**src/rtl/shift_exec_stage.sv**
```systemverilog
// rtl/shift_exec_stage.sv - registered shift/rotate execution stage around a shared 32-bit shifter
module shift32 (
    input  logic [31:0] d,
    input  logic [31:0] s,
    input  logic        lnr,
    output logic [31:0] y
);
    // Any amount of 32 or more shifts every bit out.
    always_comb begin
        y = '0;
        if (s[31:5] == 27'd0) begin
            y = lnr ? (d << s[4:0]) : (d >> s[4:0]);
        end
    end
endmodule

module shift_exec_stage #(
    parameter int CNT_WIDTH = 16
) (
    input  logic                 CLK,
    input  logic                 RST,
    input  logic                 IN_VALID,
    output logic                 IN_READY,
    input  logic [31:0]          D,
    input  logic [31:0]          S,
    input  logic [1:0]           OP,
    output logic                 OUT_VALID,
    input  logic                 OUT_READY,
    output logic [31:0]          Y,
    output logic [CNT_WIDTH-1:0] OP_CNT
);
    typedef enum logic [1:0] {IDLE, PASS1, PASS2, DONE} state_t;

    state_t               state;
    logic [31:0]          r_d;
    logic [31:0]          r_s;
    logic [1:0]           r_op;
    logic [31:0]          r_y;
    logic                 r_out_valid;
    logic [CNT_WIDTH-1:0] r_cnt;

    logic        accept;
    logic        is_rot;
    logic        first_left;
    logic        sh_lnr;
    logic [31:0] sh_s;
    logic [31:0] sh_y;

    assign IN_READY   = (state == IDLE) || ((state == DONE) && OUT_READY);
    assign accept     = IN_VALID && IN_READY;
    assign is_rot     = r_op[1];
    assign first_left = ~r_op[0];

    // Rotates use only the low 5 amount bits; the second pass fills in the wrapped bits.
    always_comb begin
        sh_lnr = first_left;
        sh_s   = is_rot ? {27'd0, r_s[4:0]} : r_s;
        if (state == PASS2) begin
            sh_lnr = ~first_left;
            sh_s   = 32'd32 - {27'd0, r_s[4:0]};
        end
    end

    shift32 u_shift32 (
        .d   (r_d),
        .s   (sh_s),
        .lnr (sh_lnr),
        .y   (sh_y)
    );

    always_ff @(posedge CLK or negedge RST) begin
        if (!RST) begin
            state       <= IDLE;
            r_d         <= '0;
            r_s         <= '0;
            r_op        <= '0;
            r_y         <= '0;
            r_out_valid <= 1'b0;
            r_cnt       <= '0;
        end else begin
            if (r_out_valid && OUT_READY) begin
                r_cnt <= r_cnt + 1'b1;
            end
            if (accept) begin
                r_d  <= D;
                r_s  <= S;
                r_op <= OP;
            end
            case (state)
                IDLE: begin
                    if (accept) begin
                        state <= PASS1;
                    end
                end
                PASS1: begin
                    r_y <= sh_y;
                    if (is_rot) begin
                        state <= PASS2;
                    end else begin
                        state       <= DONE;
                        r_out_valid <= 1'b1;
                    end
                end
                PASS2: begin
                    r_y         <= r_y | sh_y;
                    state       <= DONE;
                    r_out_valid <= 1'b1;
                end
                DONE: begin
                    if (OUT_READY) begin
                        r_out_valid <= 1'b0;
                        state       <= IN_VALID ? PASS1 : IDLE;
                    end
                end
                default: state <= IDLE;
            endcase
        end
    end

    assign OUT_VALID = r_out_valid;
    assign Y         = r_y;
    assign OP_CNT    = r_cnt;
endmodule

```
**config.mk**
```make
export PLATFORM = sky130hd
export DESIGN_NAME = shift_exec_stage
export DESIGN_NICKNAME = d
export VERILOG_FILES = /design/src/rtl/shift_exec_stage.sv
export SDC_FILE = /design/constraint.sdc
export NUM_CORES = 1
export LEC_CHECK = 0
export CAP_MARGIN = 15
export CORE_AREA = 5 5 188 190
export DETAILED_ROUTE_END_ITERATION = 8
export DIE_AREA = 0 0 193 195
export PLACE_DENSITY_LB_ADDON = 0.12
export REMOVE_ABC_BUFFERS = 1
export SYNTH_ARGS = -nofsm -noshare
export SYNTH_HDL_FRONTEND = slang
export SYNTH_SLANG_ARGS = --single-unit
```
**constraint.sdc**
```tcl
create_clock -name CLK -period 7.5 [get_ports CLK]
set_input_delay 1.125 -clock CLK [delete_from_list [all_inputs] [get_ports CLK]]
set_output_delay 1.125 -clock CLK [all_outputs]
set_load 0.01 [all_outputs]
```
# Word-level counts from Yosys, hierarchy flattened
# Index checks and enable logic that the tools add are counted.
[word_totals] output_inout_bits=50 regBits=117 input_bits=70 wordCells=43
[classes] n_bitwise=2 n_mux=14 eq_ne=6 shift=2 addsub=2 n_reduce_logical=10
[ops] op="two-way mux 32 bit" n=4
[ops] op="one-hot mux 32 bit (2 select lines)" n=1
[ops] op="bitwise OR 32 bit" n=1
[ops] op="left shift 32 x 5 -> 32 bit" n=1
[ops] op=">> shifter 32 x 5 -> 32 bit" n=1
[ops] op="zero test 27 bit" n=1
[ops] op="adder 16 x 1 -> 16 bit (second input constant)" n=1
[ops] op="one-hot mux 2 bit (4 select lines)" n=1
[ops] op="subtractor 6 x 5 -> 7 bit (first input constant)" n=1
[ops] op="inequality test 2 bit (second input constant)" n=3
[ops] op="two-way mux 1 bit" n=5
[ops] op="== test 2 bit (second input constant)" n=2
[ops] op="two-way mux 2 bit" n=2
[ops] op="logical AND 1 bit" n=3
[ops] op="one-hot mux 1 bit (3 select lines)" n=1
[ops] op="AND reduction 3 bit" n=1
[ops] op="nonzero test 3 bit" n=1
[ops] op="== test 2 x 1 -> 1 bit (second input constant)" n=1
[ops] op="zero test 2 bit" n=1
[ops] op="AND reduction 2 bit" n=1
[ops] op="nonzero test 2 bit" n=1
[ops] op="logical OR 1 bit" n=1
[ops] op="inverter 1 bit" n=1

# Logic depth before layout (Yosys ltp)
# Gate-level depths: netlist of the first run.
[logic_depth] word_depth=7 ltp_mapped=14 depth_no_buf=9

# Hierarchy
# A second synthesis of the first run with hierarchy kept.
[unflattened] hier_cells=829 hier_area_um2=9006.1
[by_module_without_submodules] module="shift_exec_stage" cells_each=340 n_inst=1 area_each_um2=4939.7 seq_area_each_um2=2927.8
[by_module_without_submodules] module="shift32" cells_each=489 n_inst=1 area_each_um2=4066.4 seq_area_each_um2=0.0

# Least setup slack after synthesis of the first run
# OpenSTA, ideal clock, no wires.
[synth_timing] path_kind="register to register" startpoint="register r_s[0]" endpoint="register r_y[24] (netlist: Y[24])" slack_ns=4.770 required_ns=7.378 period_less_slack_ns=2.730 arrival_time_ns=2.609 n_path_buf=3 path_stages_with_launch=12 setup_ns=0.122 path_cell_list="dfrtp_1 > buf_2 > buf_4 > inv_2 > ha_1 > or3b_4 > xnor2_2 > a31oi_1 > buf_6 > nand2b_4 > o32a_1 > a32o_1"
[synth_between] elab_chain_len=7 elab_cells_between_ends=10 classes_between="1 x add/sub; 2 x shift; 5 x mux; 1 x bitwise; 1 x reduce/logical"
[synth_lines] element="start: declaration" line_no="36" rtl="logic [31:0] r_s;"
[synth_lines] element="start signal: assignment" line_no="75" rtl="r_s <= '0;"
[synth_lines] element="start signal: assignment" line_no="86" rtl="r_s <= S;"
[synth_lines] element="subtractor 6 x 5 -> 7 bit or two-way mux 32 bit (tied branches)" line_no="60, 57"
[synth_lines] element="two-way mux 32 bit *" line_no="58" rtl="if (state == PASS2) begin"
[synth_lines] element=">> shifter 32 x 5 -> 32 bit or left shift 32 x 5 -> 32 bit (tied branches)" line_no="12" rtl="y = lnr ? (d << s[4:0]) : (d >> s[4:0]);"
[synth_lines] element="two-way mux 32 bit" line_no="12"
[synth_lines] element="two-way mux 32 bit *" line_no="11" rtl="if (s[31:5] == 27'd0) begin"
[synth_lines] element="bitwise OR 32 bit" line_no="105" rtl="r_y <= r_y | sh_y;"
[synth_lines] element="one-hot mux 32 bit (2 select lines) *" line_no="89" rtl="case (state)"
[synth_lines] element="end signal: assignment" line_no="96" rtl="r_y <= sh_y;"
[synth_lines] element="end signal: assignment" line_no="105"
[synth_lines] element="end: declaration" line_no="38" rtl="logic [31:0] r_y;"
# Mark *: on every way between the ends. The rest lies on a longest branch, timed or not.
# A chain may end at the register's enable or synchronous reset.

# Worst setup path in the final report of the first run
[layout_timing] startpoint="register state[0]" endpoint="register r_y[1] (netlist: Y[1])"
[layout_between] elab_chain_len=7 elab_cells_between_ends=12 classes_between="2 x eq/ne; 2 x shift; 5 x mux; 1 x bitwise; 2 x reduce/logical"
[layout_lines] element="start: declaration" line_no="34" rtl="state_t state;"
[layout_lines] element="start signal: assignment" line_no="112" rtl="state <= IN_VALID ? PASS1 : IDLE;"
[layout_lines] element="== test 2 bit" line_no="58, 89"
[layout_lines] element="two-way mux 32 bit" line_no="58"
[layout_lines] element=">> shifter 32 x 5 -> 32 bit or left shift 32 x 5 -> 32 bit (tied branches)" line_no="12"
[layout_lines] element="two-way mux 32 bit" line_no="12"
[layout_lines] element="two-way mux 32 bit" line_no="11"
[layout_lines] element="bitwise OR 32 bit" line_no="105"
[layout_lines] element="one-hot mux 32 bit (2 select lines)" line_no="89"
# Several ways; a longest one is shown, not always the timed one.

==> results of run 1 <==
==> sequential cells by signal, indices dropped and copies added (netlist names) <==
register,cells
state,2
r_d,32
r_s,32
OP_CNT,16
r_op,2
Y,32
OUT_VALID,1
==> logic make-up after synthesis <==
group | count (synthesis)
simple gates | 279
compound gates | 205
mux | 147
flops | 117
buf+inv | 77
xor+xnor | 24
fa+ha+maj | 7
==> placed cells by master, fill, tap and decap left out, types with 8 or more instances in the layout <==
cell / Yosys / final
nand3_1: 14 / 14
a21o_1: 12 / 12
o21ai_0: 38 / 38
nor4_1: 9 / 9
nor2b_1: 12 / 12
a31oi_1: 14 / 14
mux2i_1: 25 / 24
o31ai_1: 10 / 10
clkbuf_16: 0 / 17
nor3_1: 9 / 9
o41ai_1: 9 / 9
a21oi_1: 58 / 58
a211oi_1: 13 / 13
dfrtp_1: 117 / 116
clkdlybuf4s50_1: 0 / 118
buf_4: 12 / 18
mux2_2: 94 / 94
mux4_2: 28 / 28
nand2b_1: 16 / 16
xnor2_1: 13 / 11
inv_1: 8 / 8
nand2_1: 121 / 120
nor2_1: 69 / 69
==> worst min-delay path, delay by kind of cell, from the launching register on <==
| family | cells | cell delay (ps) |
|---|---|---|
| AND/OR/NAND/NOR | 2 | 90 |
| flip-flops | 1 | 340 |
==> path summary, 6_finish.rpt <==
| path | depth (start not counted) | endpoint | start |
|---|---|---|---|
| setup / recovery | 10 | Y[1] | state[0] |
| hold / removal | 2 | Y[12] | Y[12] |
| setup reg to reg | 10 | Y[1] | state[0] |
| hold reg to reg | 2 | Y[12] | Y[12] |
| max in group asynchronous | 2 | r_s[0] | RST |
| min in group asynchronous | 1 | OP_CNT[4] | RST |
==> final cells by class <==
cell class,instances,share of cell area (%)
Timing Repair Buffer,136,12.7
Tap cell,448,5.41
Sequential cell,117,28.3
Clock buffer,17,4.11
Clock inverter,15,1.15
Inverter,9,0.326
Multi-Input combinational cell,662,48.0
==> through the flow <==
step	hold slack [ps]	util (%)	area, um2	instances
after global placement	458	29.5	9810	1372
after CTS	477	31.1	10400	1404
after floorplan	480	-	7880	788
after detailed placement	464	29.5	9810	1372
final	467	31.1	10400	1404
after global routing	491	31.1	10400	1404
==> metal layers <==
metal	vias to the layer above	GRT usage [%]	part of all wire (%)
li1	3320	-	-
met1	3484	21.4	46
met2	203	22.9	45
met3	33	3.95	6.9
met4	0	5.30	2.1
met5	-	0	0
==> reports/summary.txt, run 1 <==
Max-slew violations = 0
Achievable clock frequency = 0.257 GHz
Final HPWL DP = 20800 um
WS Path Type = reg2reg
Share of cells above drive strength 1 = 20.0%
Rows = 67
Tightest Pin Transition = 1030 ps
Global-route wire length before repair = 44400 um
Xor-xnor portion of the synthesized cell area = 3.33%
Largest net degree at the start of global routing = 66
Arrival time at the worst endpoint = 4200 ps
Leading area contributor after synthesis = dfrtp_1
Post-route ant nets = 0
Count leader, synth = nand2_1
Simple-gate share of the synthesized area = 15.3%
Min-Delay Path Class = reg2reg
Area of the multi-input gates = 4970 um2
Synth top cells by count = nand2_1, dfrtp_1, mux2_2, nor2_1, a21oi_1
Layout area overhead = 25.8%
Clock slew at the register clock pins of the worst setup and hold paths = 70 ps
Netlist Area Pre-Place = 8230 um2
Synth Area in Compound Gates = 16.5%
# diodes = 0
Vias in the first global route = 7218
Global route total overflow = 0
Nets = 1020
Slowest stage delay, CP = 790 ps
DP Worst Slack = 3580 ps
Initial antenna violation count = 0
Starting Density = 24.7%
Slowest-stage cell, CP = ha_1
Clock skew = 13.3 ps
CP Capture Type = flop
RSZ-0062 raised after global routing = false
Crit-path most repeated cell = o21ai_0
Setup Viol. Count Final = 0
Final setup margin = 3600 ps
Number of remaining DRC errors = 0
CP top delay family = multiplexers
Setup TNS = 0 ps
Number of synthesized register bits = 117
Postcts setup bufs = 0
Largest family of logic cells by synthesized area = multiplexers
Final WL = 28600 um
Synth Area per Inst = 9.62 um2
# clock sinks = 117
Vias post-DR = 7040
Post-synth EDFFs = 0
Mux cell area share after synthesis = 23.6%
Top post-synthesis cells by area = dfrtp_1, mux2_2, mux4_2
Initial drt markers = 523
Routed WL per cell = 20.4 um
I/O pin cnt = 120
Initial DRT Pass Iterations = 5
Worst Path Max Fanout = 52
Post-CTS sizing = 0
Placeable Area = 33300 um2
Async SR Flop Fraction = 100%
Hold Fails Final Rpt = 0
Die ar. = 37600 um2
Req. time, crit path = 7800 ps
Vias/cell = 5.01
Die X = 193 um
Max Cap Viol = 0
Ys Warns = 0
Max H-tree Level = 4
Crit path time final = 3900 ps
CP startpoint kind = flop
Worst-skew pair later-pin latency = 440 ps
CTS tree = built
IO Port Bufs = 119
Flop-to-flop setup slack = 3600 ps
Routability Congestion = 0.862
Buf/Inv on CP = 2
CTS max path bufs = 2
Hold Buf Count CTS = 0
Yosys cell types = 67
GRT Total Usage = 15.3%
Seq/Total Area, Yosys = 35.6%
Post-Syn Instances = 856
Die Y = 195 um
Synth Area in Adders = 1.06%
CTS Buf Count = 17
Final cycle utilization of the critical path = 51.9%
Outcome = completed
Main synth FF type = dfrtp_1
Clock Tree Root = clkbuf_16
Register area = 2930 um2
Fillers = 3517
Critical path cell sequence = inv_1 -> ha_1 -> nand2b_2 -> xor2_4 -> buf_4 -> mux2_2 -> mux2i_1 -> a211oi_1 -> o21ai_0 -> o21ai_0
Post-synth top area share = 35.6%
Rel. slew slack = 31.5%
Power of run 1 is left out: the tool's default activity adds up to more than one toggle a clock period on the data nets, which glitch-free logic cannot reach.
==> inputs of run 2 (changes only) <==
==> constraint.sdc (replaced) <==
create_clock -name CLK -period 3.2 [get_ports CLK]
set_input_delay 0.48 -clock CLK [delete_from_list [all_inputs] [get_ports CLK]]
set_output_delay 0.48 -clock CLK [all_outputs]
set_load 0.01 [all_outputs]
==> run 2 against run 1 <==
Fmax is 27% higher; cell count is 2.4% higher; sequential share of layout area is 0.93 points lower; first-iteration DRC count is 19% higher; wire length is 1.9% higher; design area is 3.4% higher; core utilization is 1.1 points higher; die area stayed put; sequential cell count stayed put.
==> reports/summary.txt, run 2 (synthesized netlist as in run 1, its figures left out) <==
Finished Cell Area = 10700 um2 (+3.4%)
WS Path Type = reg2reg
Slowest-stage cell, CP = a31oi_1
Routed WL per cell = 20.3 um (-0.41%)
Reg-to-reg endpoint = Y[18]
# clock sinks = 117 (unchanged)
Vias post-DR = 7095 (+0.78%)
Die Y = 195 um (unchanged)
CP top delay family = simple AND/OR/NAND/NOR gates
Final setup margin = 130 ps (-3470 ps)
Initial antenna violation count = 0 (unchanged)
Tightest Pin Transition = 929 ps (-99.4 ps)
Number of remaining DRC errors = 0 (unchanged)
Worst Path Max Fanout = 7 (-87%)
Max H-tree Level = 4 (unchanged)
R2r worst-path depth = 9 (-1)
Share of cells above drive strength 1 = 22.6% (+2.7 points)
Global-route wire length before repair = 45000 um (+1.3%)
Vias in the first global route = 7212 (-0.083%)
Rel. slew slack = 37.4% (+6.0 points)
Max-slew violations = 0 (unchanged)
Max Cap Viol = 0 (unchanged)
Initial DRT Pass Iterations = 5 (unchanged)
Most frequent cells in the layout = nand2_1, clkdlybuf4s50_1, dfrtp_1
Placeable Area = 33300 um2 (unchanged)
Outcome = completed
Area of the multi-input gates = 4960 um2 (-0.13%)
Achievable clock frequency = 0.326 GHz (+27%)
Final cycle utilization of the critical path = 95.9% (+44 points)
Final HPWL DP = 21900 um (+5.3%)
Clock slew at the register clock pins of the worst setup and hold paths = 60 ps (about the same)
Register area = 2930 um2 (unchanged)
Nets = 1053 (+3.2%)
Worst-skew pair later-pin latency = 430 ps (about the same)
Rows = 67 (unchanged)
CTS max path bufs = 2 (unchanged)
Hold Fails Final Rpt = 0 (unchanged)
Setup TNS = 0 ps (unchanged)
Critical path cell sequence = inv_2 -> ha_1 -> or3b_4 -> xnor2_2 -> a31oi_1 -> nand2b_4 -> and3b_1 -> nor4_1 -> a22o_1
Global route total overflow = 0 (unchanged)
Slowest stage delay, CP = 530 ps (-260 ps)
CTS tree = built
Buf/Inv on CP = 1 (-1)
Req. time, crit path = 3560 ps (-4240 ps)
RSZ-0062 raised after global routing = false
Routability Congestion = 0.848 (-1.7%)
Layout area overhead = 30.1%
IO Port Bufs = 119 (unchanged)
Min-Delay Path Class = in2async
Vias/cell = 4.94 (-1.5%)
Clock skew = 12.5 ps (-0.808 ps)
I/O pin cnt = 120 (unchanged)
CP Capture Type = flop
# diodes = 0 (unchanged)
CP startpoint kind = flop
Starting Density = 24.7% (unchanged)
Reg2reg start = r_s[0]
Most common cell after layout, fill and taps aside = nand2_1
Initial drt markers = 623 (+19%)
Setup Viol. Count Final = 0 (unchanged)
Die X = 193 um (unchanged)
Arrival time at the worst endpoint = 3430 ps (-770 ps)
Die ar. = 37600 um2 (unchanged)
Post-route ant nets = 0 (unchanged)
Flop-to-flop setup slack = 130 ps (-3470 ps)
Placed cell areas = 10100 um2 (+2.9%)
Fillers = 3536 (+0.54%)
GRT Total Usage = 15.5% (+0.23 points)
DP Worst Slack = 174 ps (-3400 ps)
Clock Tree Root = clkbuf_16
CTS Buf Count = 17 (unchanged)
Final WL = 29200 um (+1.9%)
Final core occ = 32.2% (+1.1 points)
Largest net degree at the start of global routing = 79 (+20%)
Hold Buf Count CTS = 0 (unchanged)
Crit path time final = 3070 ps (-826 ps)
-- run 2: cell types whose count changed in the layout (fill, tap and decap cells not counted), sizes merged --
cell	change
clkbuf	+1
inv	+1
clkinv	-2
bufinv	+1
clkinvlp	-1
buf	+33
-- run 2: final cells by class --
class	count	share of cell area, %
inverters	9	0.316
multi-input cells	662	46.4
clock inverters	14	1.30
well taps	448	5.24
clock buffers	18	4.10
repair buffers	169	15.3
flip-flops and latches	117	27.4
-- run 2: stage by stage --
| stage | hold slack (ps) | std cells |
|---|---|---|
| global route | 124 | 1437 |
| finish | 83.6 | 1437 |
| detailed placement | 465 | 1401 |
| CTS | 95.0 | 1433 |
| floorplan | 184 | 788 |
| global placement | 460 | 1401 |
-- run 2: what timing repair did --
| action | in CTS | in global routing |
|---|---|---|
| setup endpoints to repair | 0 | 4 |
| gates resized for setup | 0 | 2 |
| setup buffers | 0 | 4 |
-- run 2: worst register-to-register path, cell delays in order (launching register included) --
cell and delay (ps):
dfrtp_2 430, inv_2 90, ha_1 230, or3b_4 430, xnor2_2 150, a31oi_1 530, nand2b_4 320, and3b_1 230
nor4_1 400, a22o_1 190
-- run 2: layer usage --
| metal | track usage, % | vias to the layer above | wire length (um) |
|---|---|---|---|
| met5 | 0 | - | 0 |
| li1 | - | 3381 | - |
| met1 | 22.8 | 3466 | 13900 |
| met3 | 3.39 | 32 | 1850 |
| met4 | 4.17 | 0 | 484 |
| met2 | 23.0 | 216 | 12900 |
-- run 2: how the worst max path moves through the flow --
| stage | slack, ps | from | cells after the start | endpoint |
|---|---|---|---|---|
| after floorplan | -3900 | r_s[0] | 8 | Y[0] |
| final | 130 | r_s[0] | 9 | Y[18] |
| after global routing | 40 | state[0] | 10 | Y[7] |
| after CTS | 140 | state[0] | 10 | Y[7] |
| after global placement | 150 | state[0] | 10 | Y[7] |
| after detailed placement | 170 | state[0] | 10 | Y[7] |
Power of run 2 is left out for the same reason.
